## config.mk

```make
export PLATFORM = sky130hd
export DESIGN_NAME = hazard_controller
export DESIGN_NICKNAME = d
export VERILOG_FILES = /design/src/rtl/multicore_pkg.sv /design/src/rtl/hz_scoreboard.sv /design/src/rtl/hazard_controller.sv
export SDC_FILE = /design/constraint.sdc
export NUM_CORES = 1
export LEC_CHECK = 0
export CAP_MARGIN = 30
export CORE_MARGIN = 4
export CORE_UTILIZATION = 29
export DETAILED_ROUTE_END_ITERATION = 7
export GPL_ROUTABILITY_DRIVEN = 0
export PLACE_DENSITY = 0.56
export SETUP_SLACK_MARGIN = 0.5
export SYNTH_ARGS = -nofsm -noshare
export SYNTH_HDL_FRONTEND = slang
export SYNTH_HIERARCHICAL = 1
export SYNTH_SLANG_ARGS = --single-unit
```

## constraint.sdc

```tcl
create_clock -name i_aclk -period 3.75 [get_ports i_aclk]
set_clock_uncertainty 0.05 [all_clocks]
set_input_delay 0.9375 -clock i_aclk [delete_from_list [all_inputs] [get_ports i_aclk]]
set_output_delay 0.9375 -clock i_aclk [all_outputs]
set_load 0.01 [all_outputs]
```

## src/rtl/multicore_pkg.sv

```systemverilog
// Shared types and helpers for the pipeline hazard controller and its scoreboard.
package multicore_pkg;

  typedef enum logic [1:0] {
    HZ_RUN    = 2'd0,
    HZ_STALL  = 2'd1,
    HZ_FREEZE = 2'd2,
    HZ_REDIR  = 2'd3
  } t_hz_state;

  localparam logic [1:0] FWD_NONE = 2'b00;
  localparam logic [1:0] FWD_MA   = 2'b01;
  localparam logic [1:0] FWD_WB   = 2'b10;

  typedef struct packed {
    logic       valid;
    logic [4:0] rd;
    logic       regwrite;
    logic       load;
  } t_sb_entry;

  // x0 is hardwired to zero, so it never creates a dependency.
  function automatic logic rd_match(t_sb_entry e, logic [4:0] rs);
    return e.valid && e.regwrite && (e.rd == rs) && (rs != 5'd0);
  endfunction

  // A load in MA has no data yet, so only an ALU result may forward from MA.
  function automatic logic [1:0] fwd_sel(t_sb_entry ma, t_sb_entry wb, logic [4:0] rs);
    if (rd_match(ma, rs) && !ma.load) return FWD_MA;
    if (rd_match(wb, rs))             return FWD_WB;
    return FWD_NONE;
  endfunction

endpackage

```

## src/rtl/hz_scoreboard.sv

```systemverilog
// Shadow copy of the destination info held in EX, MA and WB.
module hz_scoreboard
  import multicore_pkg::*;
(
  input  logic      i_aclk,
  input  logic      i_areset_n,
  input  logic      i_hold,
  input  logic      i_bubble,
  input  t_sb_entry i_id_entry,
  output t_sb_entry o_ex,
  output t_sb_entry o_ma,
  output t_sb_entry o_wb
);

  t_sb_entry r_ex, r_ma, r_wb;
  t_sb_entry w_ex_next;

  always_comb begin
    w_ex_next       = i_id_entry;
    w_ex_next.valid = i_id_entry.valid & ~i_bubble;
  end

  always_ff @(posedge i_aclk or negedge i_areset_n) begin
    if (!i_areset_n) begin
      r_ex <= '0;
      r_ma <= '0;
      r_wb <= '0;
    end else if (!i_hold) begin
      r_wb <= r_ma;
      r_ma <= r_ex;
      r_ex <= w_ex_next;
    end
  end

  assign o_ex = r_ex;
  assign o_ma = r_ma;
  assign o_wb = r_wb;

endmodule

```

## src/rtl/hazard_controller.sv

```systemverilog
// Pipeline hazard controller: stall/freeze/redirect sequencing plus forwarding selects.
// Handshake: none; enables and flushes are level signals valid in the same cycle as the decode fields.
module hazard_controller
  import multicore_pkg::*;
(
  input  logic        i_aclk,
  input  logic        i_areset_n,
  input  logic [4:0]  i_id_rs1,
  input  logic [4:0]  i_id_rs2,
  input  logic [4:0]  i_id_rdest,
  input  logic        i_id_regwrite,
  input  logic        i_id_load,
  input  logic        i_id_jal,
  input  logic        i_ex_redirect,
  input  logic        i_dmem_busy,
  output logic        o_if_en,
  output logic        o_id_en,
  output logic        o_id_flush,
  output logic        o_ex_flush,
  output logic [1:0]  o_forward_a,
  output logic [1:0]  o_forward_b,
  output t_hz_state   o_state,
  output logic [15:0] o_stall_cycles
);

  t_hz_state   r_state, w_next_state;
  t_sb_entry   w_ex, w_ma, w_wb, w_id_entry;
  logic        w_redir_shadow, w_ex_hit, w_ma_load_hit, w_hazard;
  logic [15:0] r_stall_cycles;

  // The cycle after a redirect, decode holds a NOP, so its fields are ignored.
  assign w_redir_shadow = (r_state == HZ_REDIR);
  assign w_id_entry     = '{valid: 1'b1, rd: i_id_rdest, regwrite: i_id_regwrite, load: i_id_load};
  assign w_ex_hit       = rd_match(w_ex, i_id_rs1) | rd_match(w_ex, i_id_rs2);
  assign w_ma_load_hit  = w_ma.load & (rd_match(w_ma, i_id_rs1) | rd_match(w_ma, i_id_rs2));
  assign w_hazard       = ~w_redir_shadow & (w_ex_hit | w_ma_load_hit);

  assign o_forward_a = fwd_sel(w_ma, w_wb, i_id_rs1);
  assign o_forward_b = fwd_sel(w_ma, w_wb, i_id_rs2);

  always_comb begin
    w_next_state = HZ_RUN;
    o_if_en      = 1'b1;
    o_id_en      = 1'b1;
    o_id_flush   = 1'b0;
    o_ex_flush   = 1'b0;
    if (!i_areset_n) begin
      w_next_state = HZ_RUN;
    end else if (i_dmem_busy) begin
      w_next_state = HZ_FREEZE;
      o_if_en      = 1'b0;
      o_id_en      = 1'b0;
    end else if (i_ex_redirect) begin
      w_next_state = HZ_REDIR;
      o_id_flush   = 1'b1;
      o_ex_flush   = 1'b1;
    end else if (w_hazard) begin
      w_next_state = HZ_STALL;
      o_if_en      = 1'b0;
      o_id_en      = 1'b0;
      o_ex_flush   = 1'b1;
    end else begin
      o_id_flush   = i_id_jal & ~w_redir_shadow;
    end
  end

  always_ff @(posedge i_aclk or negedge i_areset_n) begin
    if (!i_areset_n) r_state <= HZ_RUN;
    else             r_state <= w_next_state;
  end

  always_ff @(posedge i_aclk or negedge i_areset_n) begin
    if (!i_areset_n) begin
      r_stall_cycles <= 16'd0;
    end else if ((w_next_state == HZ_STALL || w_next_state == HZ_FREEZE) &&
                 r_stall_cycles != 16'hFFFF) begin
      r_stall_cycles <= r_stall_cycles + 16'd1;
    end
  end

  hz_scoreboard u_scoreboard (
    .i_aclk     (i_aclk),
    .i_areset_n (i_areset_n),
    .i_hold     (w_next_state == HZ_FREEZE),
    .i_bubble   (o_ex_flush),
    .i_id_entry (w_id_entry),
    .o_ex       (w_ex),
    .o_ma       (w_ma),
    .o_wb       (w_wb)
  );

  assign o_state        = r_state;
  assign o_stall_cycles = r_stall_cycles;

endmodule

```

### Word level (Yosys, flattened, before mapping)

Cells that the tools add are included.

* register bits: 41
* input port bits: 22
* output and inout bits: 26
* word-level logic and storage cells: 84

* add/sub/neg operators: 1
* equal/unequal tests: 10
* multiplexer cells: 30
* bitwise operators: 8
* reductions and logical operators: 22

Operators with widths (number)
* 5-bit == test: 6
* 2-bit two-way mux: 11
* 1-bit two-way mux: 19
* 1-bit logical AND: 18
* 16-bit by 1-bit adder with 16-bit output, second input constant: 1
* 16-bit inequality test, second input constant: 1
* 5-bit nonzero test: 2
* 2-bit == test, second input constant: 2
* 1-bit bitwise AND: 3
* 1-bit bitwise OR: 3
* 2-bit by 1-bit == test with 1-bit output, second input constant: 1
* 1-bit inverter: 2
* 1-bit logical NOT: 1
* 1-bit logical OR: 1

### Depth between registers and ports, before layout

Gate-level depths: netlist of run 1.

* depth in word-level cells: 14
* depth in mapped cells: 10
* depth with buffers taken out: 9

### By module

The synthesis of run 1 kept the hierarchy.

Modules (own cells, without submodules)
* hazard_controller: instances 1, cells an instance 152, area each 1425.1 um^2, sequential area each 450.4 um^2
* hz_scoreboard: instances 1, cells an instance 53, area each 993.5 um^2, sequential area each 600.6 um^2

### Worst setup path before layout of run 1

Ideal clock, no wire load.

* path kind: input-to-output
* start: input i_id_rs1[1]
* end: output o_if_en
* arrival time: 2520 ps
* data required time: 2763 ps
* setup slack: 243 ps
* cell stages on the path: 7
* path buffers: 1
* path through: or4_4 > o211ai_2 > o22ai_1 > nor3b_4 > a311o_2 > nand2_1 > buf_4

* cells in the longest elaborated chain, start to end: 11
* elaborated cells on any way between the ends: 16
* those cells by class: 2 x eq/ne; 4 x mux; 5 x bitwise; 5 x reduce/logical

RTL lines
* from (decl): RTL line hazard_controller.sv:8 `input logic [4:0] i_id_rs1,`
* 5-bit == test: RTL line multicore_pkg.sv:24 `return e.valid && e.regwrite && (e.rd == rs) && (rs != 5'd0);`
* 1-bit logical AND (2 in a row): RTL line multicore_pkg.sv:24
* 1-bit bitwise OR: RTL line hazard_controller.sv:35 `assign w_ma_load_hit = w_ma.load & (rd_match(w_ma, i_id_rs1) | rd_match(w_ma, i_id_rs2));`
* 1-bit bitwise AND: RTL line hazard_controller.sv:35
* 1-bit bitwise OR *: RTL line hazard_controller.sv:36 `assign w_hazard = ~w_redir_shadow & (w_ex_hit | w_ma_load_hit);`
* 1-bit bitwise AND *: RTL line hazard_controller.sv:36
* 1-bit two-way mux * (4 in a row)
* to (decl): RTL line hazard_controller.sv:16 `output logic o_if_en,`

Mark *: on every way between the ends. The rest lies on a longest branch, timed or not.

### Final worst setup path of run 1

* start: input i_id_rs2[2]
* end: output o_if_en

* cells in the longest elaborated chain, start to end: 11
* elaborated cells on any way between the ends: 16
* those cells by class: 2 x eq/ne; 4 x mux; 5 x bitwise; 5 x reduce/logical

RTL lines
* from (decl): RTL line hazard_controller.sv:9 `input logic [4:0] i_id_rs2,`
* 5-bit == test: RTL line multicore_pkg.sv:24
* 1-bit logical AND (2 in a row): RTL line multicore_pkg.sv:24
* 1-bit bitwise OR: RTL line hazard_controller.sv:35
* 1-bit bitwise AND: RTL line hazard_controller.sv:35
* 1-bit bitwise OR *: RTL line hazard_controller.sv:36
* 1-bit bitwise AND *: RTL line hazard_controller.sv:36
* 1-bit two-way mux *: RTL line hazard_controller.sv:57 `end else if (w_hazard) begin`
* 1-bit two-way mux *: RTL line hazard_controller.sv:53 `end else if (i_ex_redirect) begin`
* 1-bit two-way mux *: RTL line hazard_controller.sv:49 `end else if (i_dmem_busy) begin`
* 1-bit two-way mux *: RTL line hazard_controller.sv:47 `if (!i_areset_n) begin`

Marked as above.

==> results.py, run 1 <==
metrics = {
    "clock_network": {
        "clk_latency_ns": 0.30,
        "cts.sinks": 41,
        "cts_tree": "yes",
        "cts_root_buf": "clkbuf_8",
        "clk_pin_slew_ns": 0.07,
        "htree_levels": 2,
        "clk_path_buf_depth": 2,
        "cts_hold_buf": 0,
        "cts_buffers": 5,
    },
    "detailed_routing": {
        "postRouteWirelength_mm": 5.72,
        "via_per_inst": 4.67,
        "ant_nets": 0,
        "drc": 0,
        "dr.pass1.iters": 4,
        "vias": 1787,
        "wl_per_cell_um": 14.9,
        "drt_iter0_drc": 75,
    },
    "setup_path": {
        "crit_chain": "buf_8 > or4_4 > o211ai_4 > o22ai_4 > nor3b_4 > a311o_2 > nand2_4 > buf_6",
        "slowest_stage": "or4_4",
        "critPathKind": "input port to primary output",
        "timing.rr.start": "u_scoreboard/o_ma[2]",
        "r2r_cells": 10,
        "critPathRequiredTime_ns": 2.76,
        "end_kind": "primary output",
        "r2r_end": "o_stall_cycles[8]",
        "critPathMaxFanout": 2,
        "worstPathArrival_ns": 2.61,
        "critPathMaxStageDelay_ns": 0.56,
        "startpoint_type": "input port",
        "reg2reg_setup_slack_ns": 1.21,
    },
    "sta": {
        "timing.hold.ws_ns": 0.447,
        "relSlewSlack_pct": 56.3,
        "fin_crit_ns": 3.60,
        "rsz0062_at_grt": "yes",
        "slew_violations": 0,
        "hold_viol_final": 0,
        "finalSetupViolations": 0,
        "timing.fmax_mhz": 278,
        "fin_crit_sh_pct": 96.1,
        "worst_pin_slew_ns": 0.656,
    },
    "die": {
        "die-area_mm2": 0.00973,
        "dieHeight_um": 98.6,
        "core_area_mm2": 0.00785,
        "initial_utilization_pct": 30.4,
        "die_w_um": 98.6,
        "ios": 48,
        "row_count": 32,
    },
    "finish": {
        "finalNonFillerCells": 383,
        "drive_above_1_share_pct": 38.4,
        "final-seq-area_mm2": 0.00103,
        "layout.nets": 303,
        "layout_common_cells": "41 x dfrtp_1, 31 x xnor2_1, 28 x clkdlybuf4s50_1",
        "fillers": 769,
        "multi_input_area_mm2": 0.00141,
        "diodes": 0,
        "areaGrowthSynthToFinish_pct": 43.4,
        "final_common_cell": "dfrtp_1",
    },
    "synth": {
        "syn_inst": 203,
        "syn_avg_cell_area_um2": 11.7,
        "yosys_warnings": 6,
        "syn_nets": 226,
        "syn_area_mm2": 0.00238,
    },
    "grt": {
        "grt_first_pass_wirelength_mm": 9.36,
        "antenna_found_initial": 0,
        "grt_pass1_vias": 1831,
        "grt_overflow": 0,
        "grt_max_degree": 59,
        "track_usage_pct": 12.0,
    },
    "pwr": {
        "p_per_area_mw_per_mm2": 412,
        "vdd_ir_drop_max_mv": 0.134,
        "p_leak_nw": 1.43,
    },
    "placement": {
        "dp_hpwl_mm": 4.07,
        "dp.cells": 366,
        "io_buffers": 47,
    },
    "worst_hold_path": {
        "min-delay-path-class": "flop to flop",
        "hold_end": "o_stall_cycles[15]",
        "hp-start": "o_stall_cycles[15]",
        "holdPathStages": 1,
    },
    "job": {
        "maxCapViolations": 0,
    },
    "outcome": {
        "status": "finished clean",
    },
}
## timing repair
item                       in CTS  in global routing
resized for setup              98                 12
buffers inserted                7                  2
pin swaps                      20                 13
setup endpoints to repair       8                  8
## power breakdown
group | switching, mW | internal [mW]
clock | 0.158 | 0.265
combinational | 0.152 | 0.229
sequential | 0.0934 | 0.512
## worst max-delay path: cells and delay by family
family,cells,cell delay [ns]
AND/OR/NAND/NOR,3,0.81
AO/OA/AOI/OAI,3,0.66
buffers and inverters,2,0.20
## metrics by stage
step	setup WS [ns]	TNS (ns)	power [mW]	util [%]	area [um^2]
floorplan	0.325	0	0.790	-	2410
global placement	-0.599	-4.24	0.966	39.3	3090
detailed placement	-0.629	-4.29	0.973	39.3	3090
CTS	0.130	0	1.41	42.6	3340
global route	0.0982	0	1.48	43.5	3420
finish	0.148	0	1.41	43.5	3420
## flip-flops by register name (all words and copies together) (netlist names)
name               cells
o_stall_cycles        16
u_scoreboard/o_ex      8
u_scoreboard/o_ma      8
o_state                2
u_scoreboard/o_wb      7
## cell type report
class / count / share of cell area, %
sequential: 41 / 30.0
tap: 102 / 3.73
clock inverter: 3 / 1.90
clock buffer: 5 / 2.01
inverter: 2 / 0.220
timing repair buffer: 79 / 20.8
multi-input combinational: 151 / 41.3
## worst max-delay path by stage
stage	depth (start not counted)	slack, ns	endpoint	startpoint
3_5_place_dp	8	-0.63	o_if_en	i_id_rs1[1]
3_3_place_gp	8	-0.60	o_id_en	i_id_rs2[1]
5_1_grt	10	0.1	o_id_flush	i_id_rs1[2]
6_report	8	0.15	o_if_en	i_id_rs2[2]
2_1_floorplan	7	0.32	o_if_en	i_id_rs1[1]
4_1_cts	8	0.13	o_if_en	i_id_rs1[2]
## layer usage
layer  global-route usage, %  share of wire, %  vias to the layer above  wire (um)
met4                    4.83               2.2                        0        125
met3                    2.76               4.0                       12        230
li1                        -                 -                      877          -
met5                       0                 0                        -          0
met2                    18.3                48                       35       2750
met1                    16.3                46                      863       2620
Power figures use the tool's default switching activity.
==> run 2: changes to the inputs <==
clock period = 3.9 ns   (was 3.75 ns; I/O delays follow)
==> run 2 against run 1 <==
Sequential power decreased by 4.0%. Core utilization is 1.1 points lower. Final cell count fell by 0.26%. Sequential share of layout area is 0.80 points higher. Total power down 13%. Via count is essentially flat. First-iteration DRC count decreased by 29%. Clock-buffer cell count up 1. Critical path depth up 1. Critical path type unchanged. Highest routed layer unchanged. Critical endpoint unchanged. Sequential cell count is the same. Combinational power is 5% lower. Non-clock buffer count unchanged.
==> results.py, run 2 (synthesis gave the netlist of run 1 again) <==
metrics = {
    "outcome": {
        "status": "finished clean",
    },
    "detailed_routing": {
        "drt_iter0_drc": 53,
        "drc": 0,
        "ant_nets": 0,
        "dr.pass1.iters": 4,
        "postRouteWirelength_mm": 5.42,
        "wl_per_cell_um": 14.2,
        "via_per_inst": 4.68,
        "vias": 1786,
    },
    "grt": {
        "grt_pass1_vias": 1812,
        "grt_overflow": 0,
        "track_usage_pct": 11.6,
        "antenna_found_initial": 0,
        "grt_max_degree": 59,
        "grt_first_pass_wirelength_mm": 9.23,
    },
    "sta": {
        "fin_crit_ns": 3.64,
        "rsz0062_at_grt": "yes",
        "worst_pin_slew_ns": 0.647,
        "tns_ns": 0,
        "timing.fmax_mhz": 275,
        "hold_viol_final": 0,
        "relSlewSlack_pct": 56.9,
        "finalSetupViolations": 0,
        "slew_violations": 0,
        "fin_crit_sh_pct": 93.3,
    },
    "setup_path": {
        "end_kind": "primary output",
        "startpoint_type": "input port",
        "critical-path-top-delay-family": "simple AND/OR/NAND/NOR gates",
        "slowest_stage": "or4_4",
        "critPathRequiredTime_ns": 2.87,
        "startpoint": "i_id_rs2[2]",
        "timing.rr.start": "u_scoreboard/o_ma[2]",
        "crit_chain": "buf_6 > or4_4 > buf_6 > nor2_4 > or4_4 > nand2_4 > a311o_2 > nand2_4 > buf_6",
        "critPathMaxFanout": 3,
        "reg2reg_setup_slack_ns": 1.37,
        "endpoint": "o_if_en",
        "critPathKind": "input port to primary output",
        "critPathMaxStageDelay_ns": 0.55,
        "r2r_cells": 9,
        "crit_top_cell": "buf_6",
        "cp_num_cells": 9,
        "worstPathArrival_ns": 2.62,
        "r2r_end": "o_stall_cycles[15]",
        "cp_num_buf_inv": 3,
    },
    "clock_network": {
        "clk_pin_slew_ns": 0.07,
        "clk_latency_ns": 0.29,
        "cts_tree": "yes",
        "cts_buffers": 5,
        "cts.sinks": 41,
        "clk_path_buf_depth": 2,
        "cts_hold_buf": 0,
        "htree_levels": 2,
        "cts_root_buf": "clkbuf_8",
    },
    "finish": {
        "final_common_cell": "dfrtp_1",
        "layout.nets": 303,
        "diodes": 0,
        "areaGrowthSynthToFinish_pct": 39.7,
        "largest_register_ffs": 16,
        "final-seq-area_mm2": 0.00103,
        "fillers": 798,
        "drive_above_1_share_pct": 38.2,
        "layout_common_cells": "41 x dfrtp_1, 29 x xnor2_1, 28 x clkdlybuf4s50_1, 28 x buf_4, 18 x mux2_4",
        "multi_input_area_mm2": 0.00140,
        "finalNonFillerCells": 382,
    },
    "pwr": {
        "comb_power_share_pct": 29.5,
        "p_int_uw": 850,
        "p_leak_nw": 1.40,
        "p_per_area_mw_per_mm2": 368,
        "p_sw_uw": 373,
        "seq_power_share_pct": 47.5,
        "sw_frac_of_total_pct": 30.5,
        "p_clk_share_pct": 23.0,
        "vdd_ir_drop_max_mv": 0.260,
    },
    "die": {
        "row_count": 32,
        "die-area_mm2": 0.00973,
        "dieHeight_um": 98.6,
        "core_area_mm2": 0.00785,
        "initial_utilization_pct": 30.4,
        "die_w_um": 98.6,
        "ios": 48,
    },
    "worst_hold_path": {
        "min-delay-path-class": "flop to flop",
    },
    "placement": {
        "dp_hpwl_mm": 4.07,
        "io_buffers": 47,
        "dp.cells": 368,
    },
    "job": {
        "maxCapViolations": 0,
    },
}
## run 2: cell types whose count changed in the layout (fill, tap and decap cells not counted), moves of 2 or more
cell / delta
buf_4: +5
buf_6: -5
bufinv_16: -2
xnor2_1: -2
xnor2_2: +2
## run 2: worst min path at each step
stage,from,depth (start not counted),end,slack [ns]
2_1_floorplan,u_scoreboard/o_ex[0],1,u_scoreboard/o_ex[0],0.43
3_3_place_gp,o_stall_cycles[15],1,o_stall_cycles[15],0.44
3_5_place_dp,o_stall_cycles[15],1,o_stall_cycles[15],0.45
4_1_cts,o_stall_cycles[15],1,o_stall_cycles[15],0.46
5_1_grt,o_stall_cycles[15],1,o_stall_cycles[15],0.48
6_report,o_stall_cycles[15],1,o_stall_cycles[15],0.45
## run 2: power by group through the flow
stage	sequential (mW)	combinational, mW	clock, mW
2_1_floorplan	0.583	0.176	0
3_3_place_gp	0.584	0.348	0
3_5_place_dp	0.584	0.350	0
4_1_cts	0.580	0.360	0.293
5_1_grt	0.593	0.389	0.317
6_report	0.581	0.361	0.282
## run 2: worst register-to-register path, cell delays in order (launching register included)
cell and delay (ns):
dfrtp_1 0.46, xnor2_2 0.20, nand4_1 0.12, or4_4 0.56
nand2_4 0.12, buf_4 0.12, a311oi_4 0.08, buf_4 0.20
nor4_1 0.39, xor2_1 0.17
## run 2: final cells by class
cell class | count | share of cell area (%)
clock buffer | 6 | 2.48
clock inverter | 1 | 0.226
timing repair buffer | 79 | 20.5
sequential | 41 | 30.8
tap | 102 | 3.83
multi-input combinational | 151 | 42.0
inverter | 2 | 0.226
## run 2: per-stage QoR
stage          power, mW  worst slack (ns)  instance area (um^2)  hold slack [ns]  utilization (%)
6_report            1.22             0.259                  3330            0.452             42.4
5_1_grt             1.30             0.186                  3330            0.477             42.4
4_1_cts             1.23             0.193                  3270            0.457             41.7
3_5_place_dp       0.934            -0.512                  3100            0.446             39.5
3_3_place_gp       0.931            -0.521                  3100            0.439             39.5
2_1_floorplan      0.759             0.400                  2400            0.427                -
## run 2: metal layers
metal	routed length, um	global-route usage [%]	up-vias	part of all wire, %
li1	-	-	874	-
met1	2510	15.6	876	46
met2	2690	18.6	30	50
met3	146	2.62	6	2.7
met4	66	3.57	0	1.2
met5	0	0	-	0
## run 2: timing repair
action                                  in CTS  in global routing
pin swaps                                   20                  9
gates resized for setup                     94                  6
buffers inserted                             5                  2
cloned                                       0                  0
endpoints found under the setup margin       8                  8
==> run 3: changes to the inputs <==
CORE_UTILIZATION = 44   (was 29)
PLACE_DENSITY = 0.76   (was 0.56)
==> run 3 against run 2 <==
Via count shrank 0.34%. Total power is essentially flat. Register-to-register slack lost 0.02 ns. Non-clock buffer count shrank 4. Sequential power is essentially flat. Clock-buffer cell count grew 1. Critical path depth grew 1.
==> results.py, run 3 (synthesis gave the netlist of run 1 again) <==
metrics = {
    "setup_path": {
        "critPathMaxFanout": 3,
        "worstPathArrival_ns": 2.66,
        "end_kind": "primary output",
        "endpoint": "o_ex_flush",
        "crit_top_cell": "buf_2",
        "critPathKind": "input port to primary output",
        "startpoint_type": "input port",
        "critPathMaxStageDelay_ns": 0.59,
        "r2r_end": "o_stall_cycles[15]",
        "crit_chain": "buf_2 > buf_4 > xnor2_2 > nand4_1 > or4_4 > nand2_4 > a32oi_2 > a21oi_2 > o21a_1 > buf_2",
        "slowest_stage": "or4_4",
        "timing.rr.start": "u_scoreboard/o_ma[3]",
        "reg2reg_setup_slack_ns": 1.35,
        "startpoint": "i_id_rs1[1]",
        "critPathRequiredTime_ns": 2.87,
        "r2r_cells": 9,
    },
    "detailed_routing": {
        "postRouteWirelength_mm": 5.28,
        "via_per_inst": 5.13,
        "drt_iter0_drc": 67,
        "vias": 1780,
        "wl_per_cell_um": 15.2,
        "dr.pass1.iters": 4,
        "drc": 0,
        "ant_nets": 0,
    },
    "sta": {
        "timing.fmax_mhz": 271,
        "fin_crit_sh_pct": 94.5,
        "relSlewSlack_pct": 57.5,
        "finalSetupViolations": 0,
        "timing.hold.ws_ns": 0.455,
        "fin_crit_ns": 3.69,
        "rsz0062_at_grt": "yes",
        "worst_pin_slew_ns": 0.638,
        "slew_violations": 0,
        "fin_ws_ns": 0.214,
        "hold_viol_final": 0,
        "tns_ns": 0,
    },
    "finish": {
        "fillers": 413,
        "diodes": 0,
        "drive_above_1_share_pct": 37.5,
        "finalNonFillerCells": 347,
        "layout_common_cells": "41 x dfrtp_1, 30 x xnor2_1, 28 x clkdlybuf4s50_1",
        "final_common_cell": "dfrtp_1",
        "largest_register_ffs": 16,
        "areaGrowthSynthToFinish_pct": 36.1,
        "layout.nets": 299,
    },
    "placement": {
        "io_buffers": 47,
        "dp.cells": 333,
        "dp_hpwl_mm": 3.89,
        "pre_cts_slack_ns": -0.578,
    },
    "pwr": {
        "p_leak_nw": 1.38,
        "vdd_ir_drop_max_mv": 0.175,
        "p_per_area_mw_per_mm2": 377,
        "power.total_mw": 1.22,
    },
    "clock_network": {
        "cts_tree": "yes",
        "clk_latency_ns": 0.28,
        "htree_levels": 2,
        "cts.sinks": 41,
        "cts_buffers": 5,
        "cts_root_buf": "clkbuf_8",
        "cts_hold_buf": 0,
        "clk_path_buf_depth": 2,
        "clk_pin_slew_ns": 0.07,
    },
    "grt": {
        "grtUsageMet1_pct": 22.5,
        "grtUsageMet2_pct": 27.9,
        "grt_pass1_vias": 1850,
        "grt_max_degree": 59,
        "grt_util_met3_pct": 3.84,
        "track_usage_pct": 17.1,
        "grt_overflow": 0,
        "grt_first_pass_wirelength_mm": 8.80,
        "grt-busiest-layer": "met2",
        "antenna_found_initial": 0,
    },
    "die": {
        "die-area_mm2": 0.00666,
        "ios": 48,
        "initial_utilization_pct": 46.1,
        "die_w_um": 81.6,
        "dieHeight_um": 81.6,
        "core_area_mm2": 0.00517,
        "row_count": 26,
    },
    "job": {
        "maxCapViolations": 0,
    },
    "worst_hold_path": {
        "min-delay-path-class": "flop to flop",
    },
    "outcome": {
        "status": "finished clean",
    },
}
run 3: changes by cell type in the layout (fill, tap and decap cells not counted), sizes merged:
cell	change
clkinvlp	-1
clkdlybuf4s15	+2
buf	-6
clkbuf	+1
clkinv	+1
run 3: report_power, final:
group	total, mW	switching (mW)	leakage [nW]	internal [mW]
clock network	0.293	0.133	0.0542	0.160
logic	0.351	0.138	0.825	0.213
registers	0.579	0.0865	0.503	0.492
total	1.22	0.358	1.38	0.865
run 3: what timing repair did:
action / CTS / global route
setup buffers: 4 / 2
gates resized for setup: 89 / 7
setup endpoints to repair: 8 / 6
pin swaps: 18 / 10
cloned: 0 / 0
run 3: metrics by stage:
stage	util, %	instance area, um^2
after CTS	62.1	3210
after global routing	62.7	3240
final	62.7	3240
after floorplan	-	2400
after global placement	58.8	3040
after detailed placement	58.8	3040
run 3: how the worst min path moves through the flow:
stage                     depth (start not counted)  slack, ns                  from                   end
after floorplan                                   1       0.43  u_scoreboard/o_ex[0]  u_scoreboard/o_ex[0]
after global placement                            1       0.44    o_stall_cycles[15]    o_stall_cycles[15]
after detailed placement                          1       0.44    o_stall_cycles[15]    o_stall_cycles[15]
after CTS                                         1       0.46    o_stall_cycles[15]    o_stall_cycles[15]
after global routing                              1       0.49    o_stall_cycles[15]    o_stall_cycles[15]
final                                             1       0.45    o_stall_cycles[13]    o_stall_cycles[13]
run 3: layout make-up:
type	instances	area, um^2	share of cell area (%)
inverter	2	7.51	0.232
tap	70	87.6	2.70
multi-input combinational	151	1370	42.1
clock inverter	1	5.00	0.154
timing repair buffer	75	653	20.1
clock buffer	7	96.3	2.97
sequential	41	1030	31.6
run 3: critical path: cells and delay by family:
kind / cells / cell delay, ns
buffers and inverters: 3 / 0.39
xor gates and xnor gates: 1 / 0.11
and+or+nand+nor: 3 / 0.82
AOI/OAI and AO/OA: 3 / 0.36
run 3: per-layer routing:
metal	share of wire [%]	wire, um	up-vias
li1	-	-	860
met1	45	2350	874
met2	50	2660	33
met3	2.7	141	13
met4	2.3	123	0
met5	0	0	-
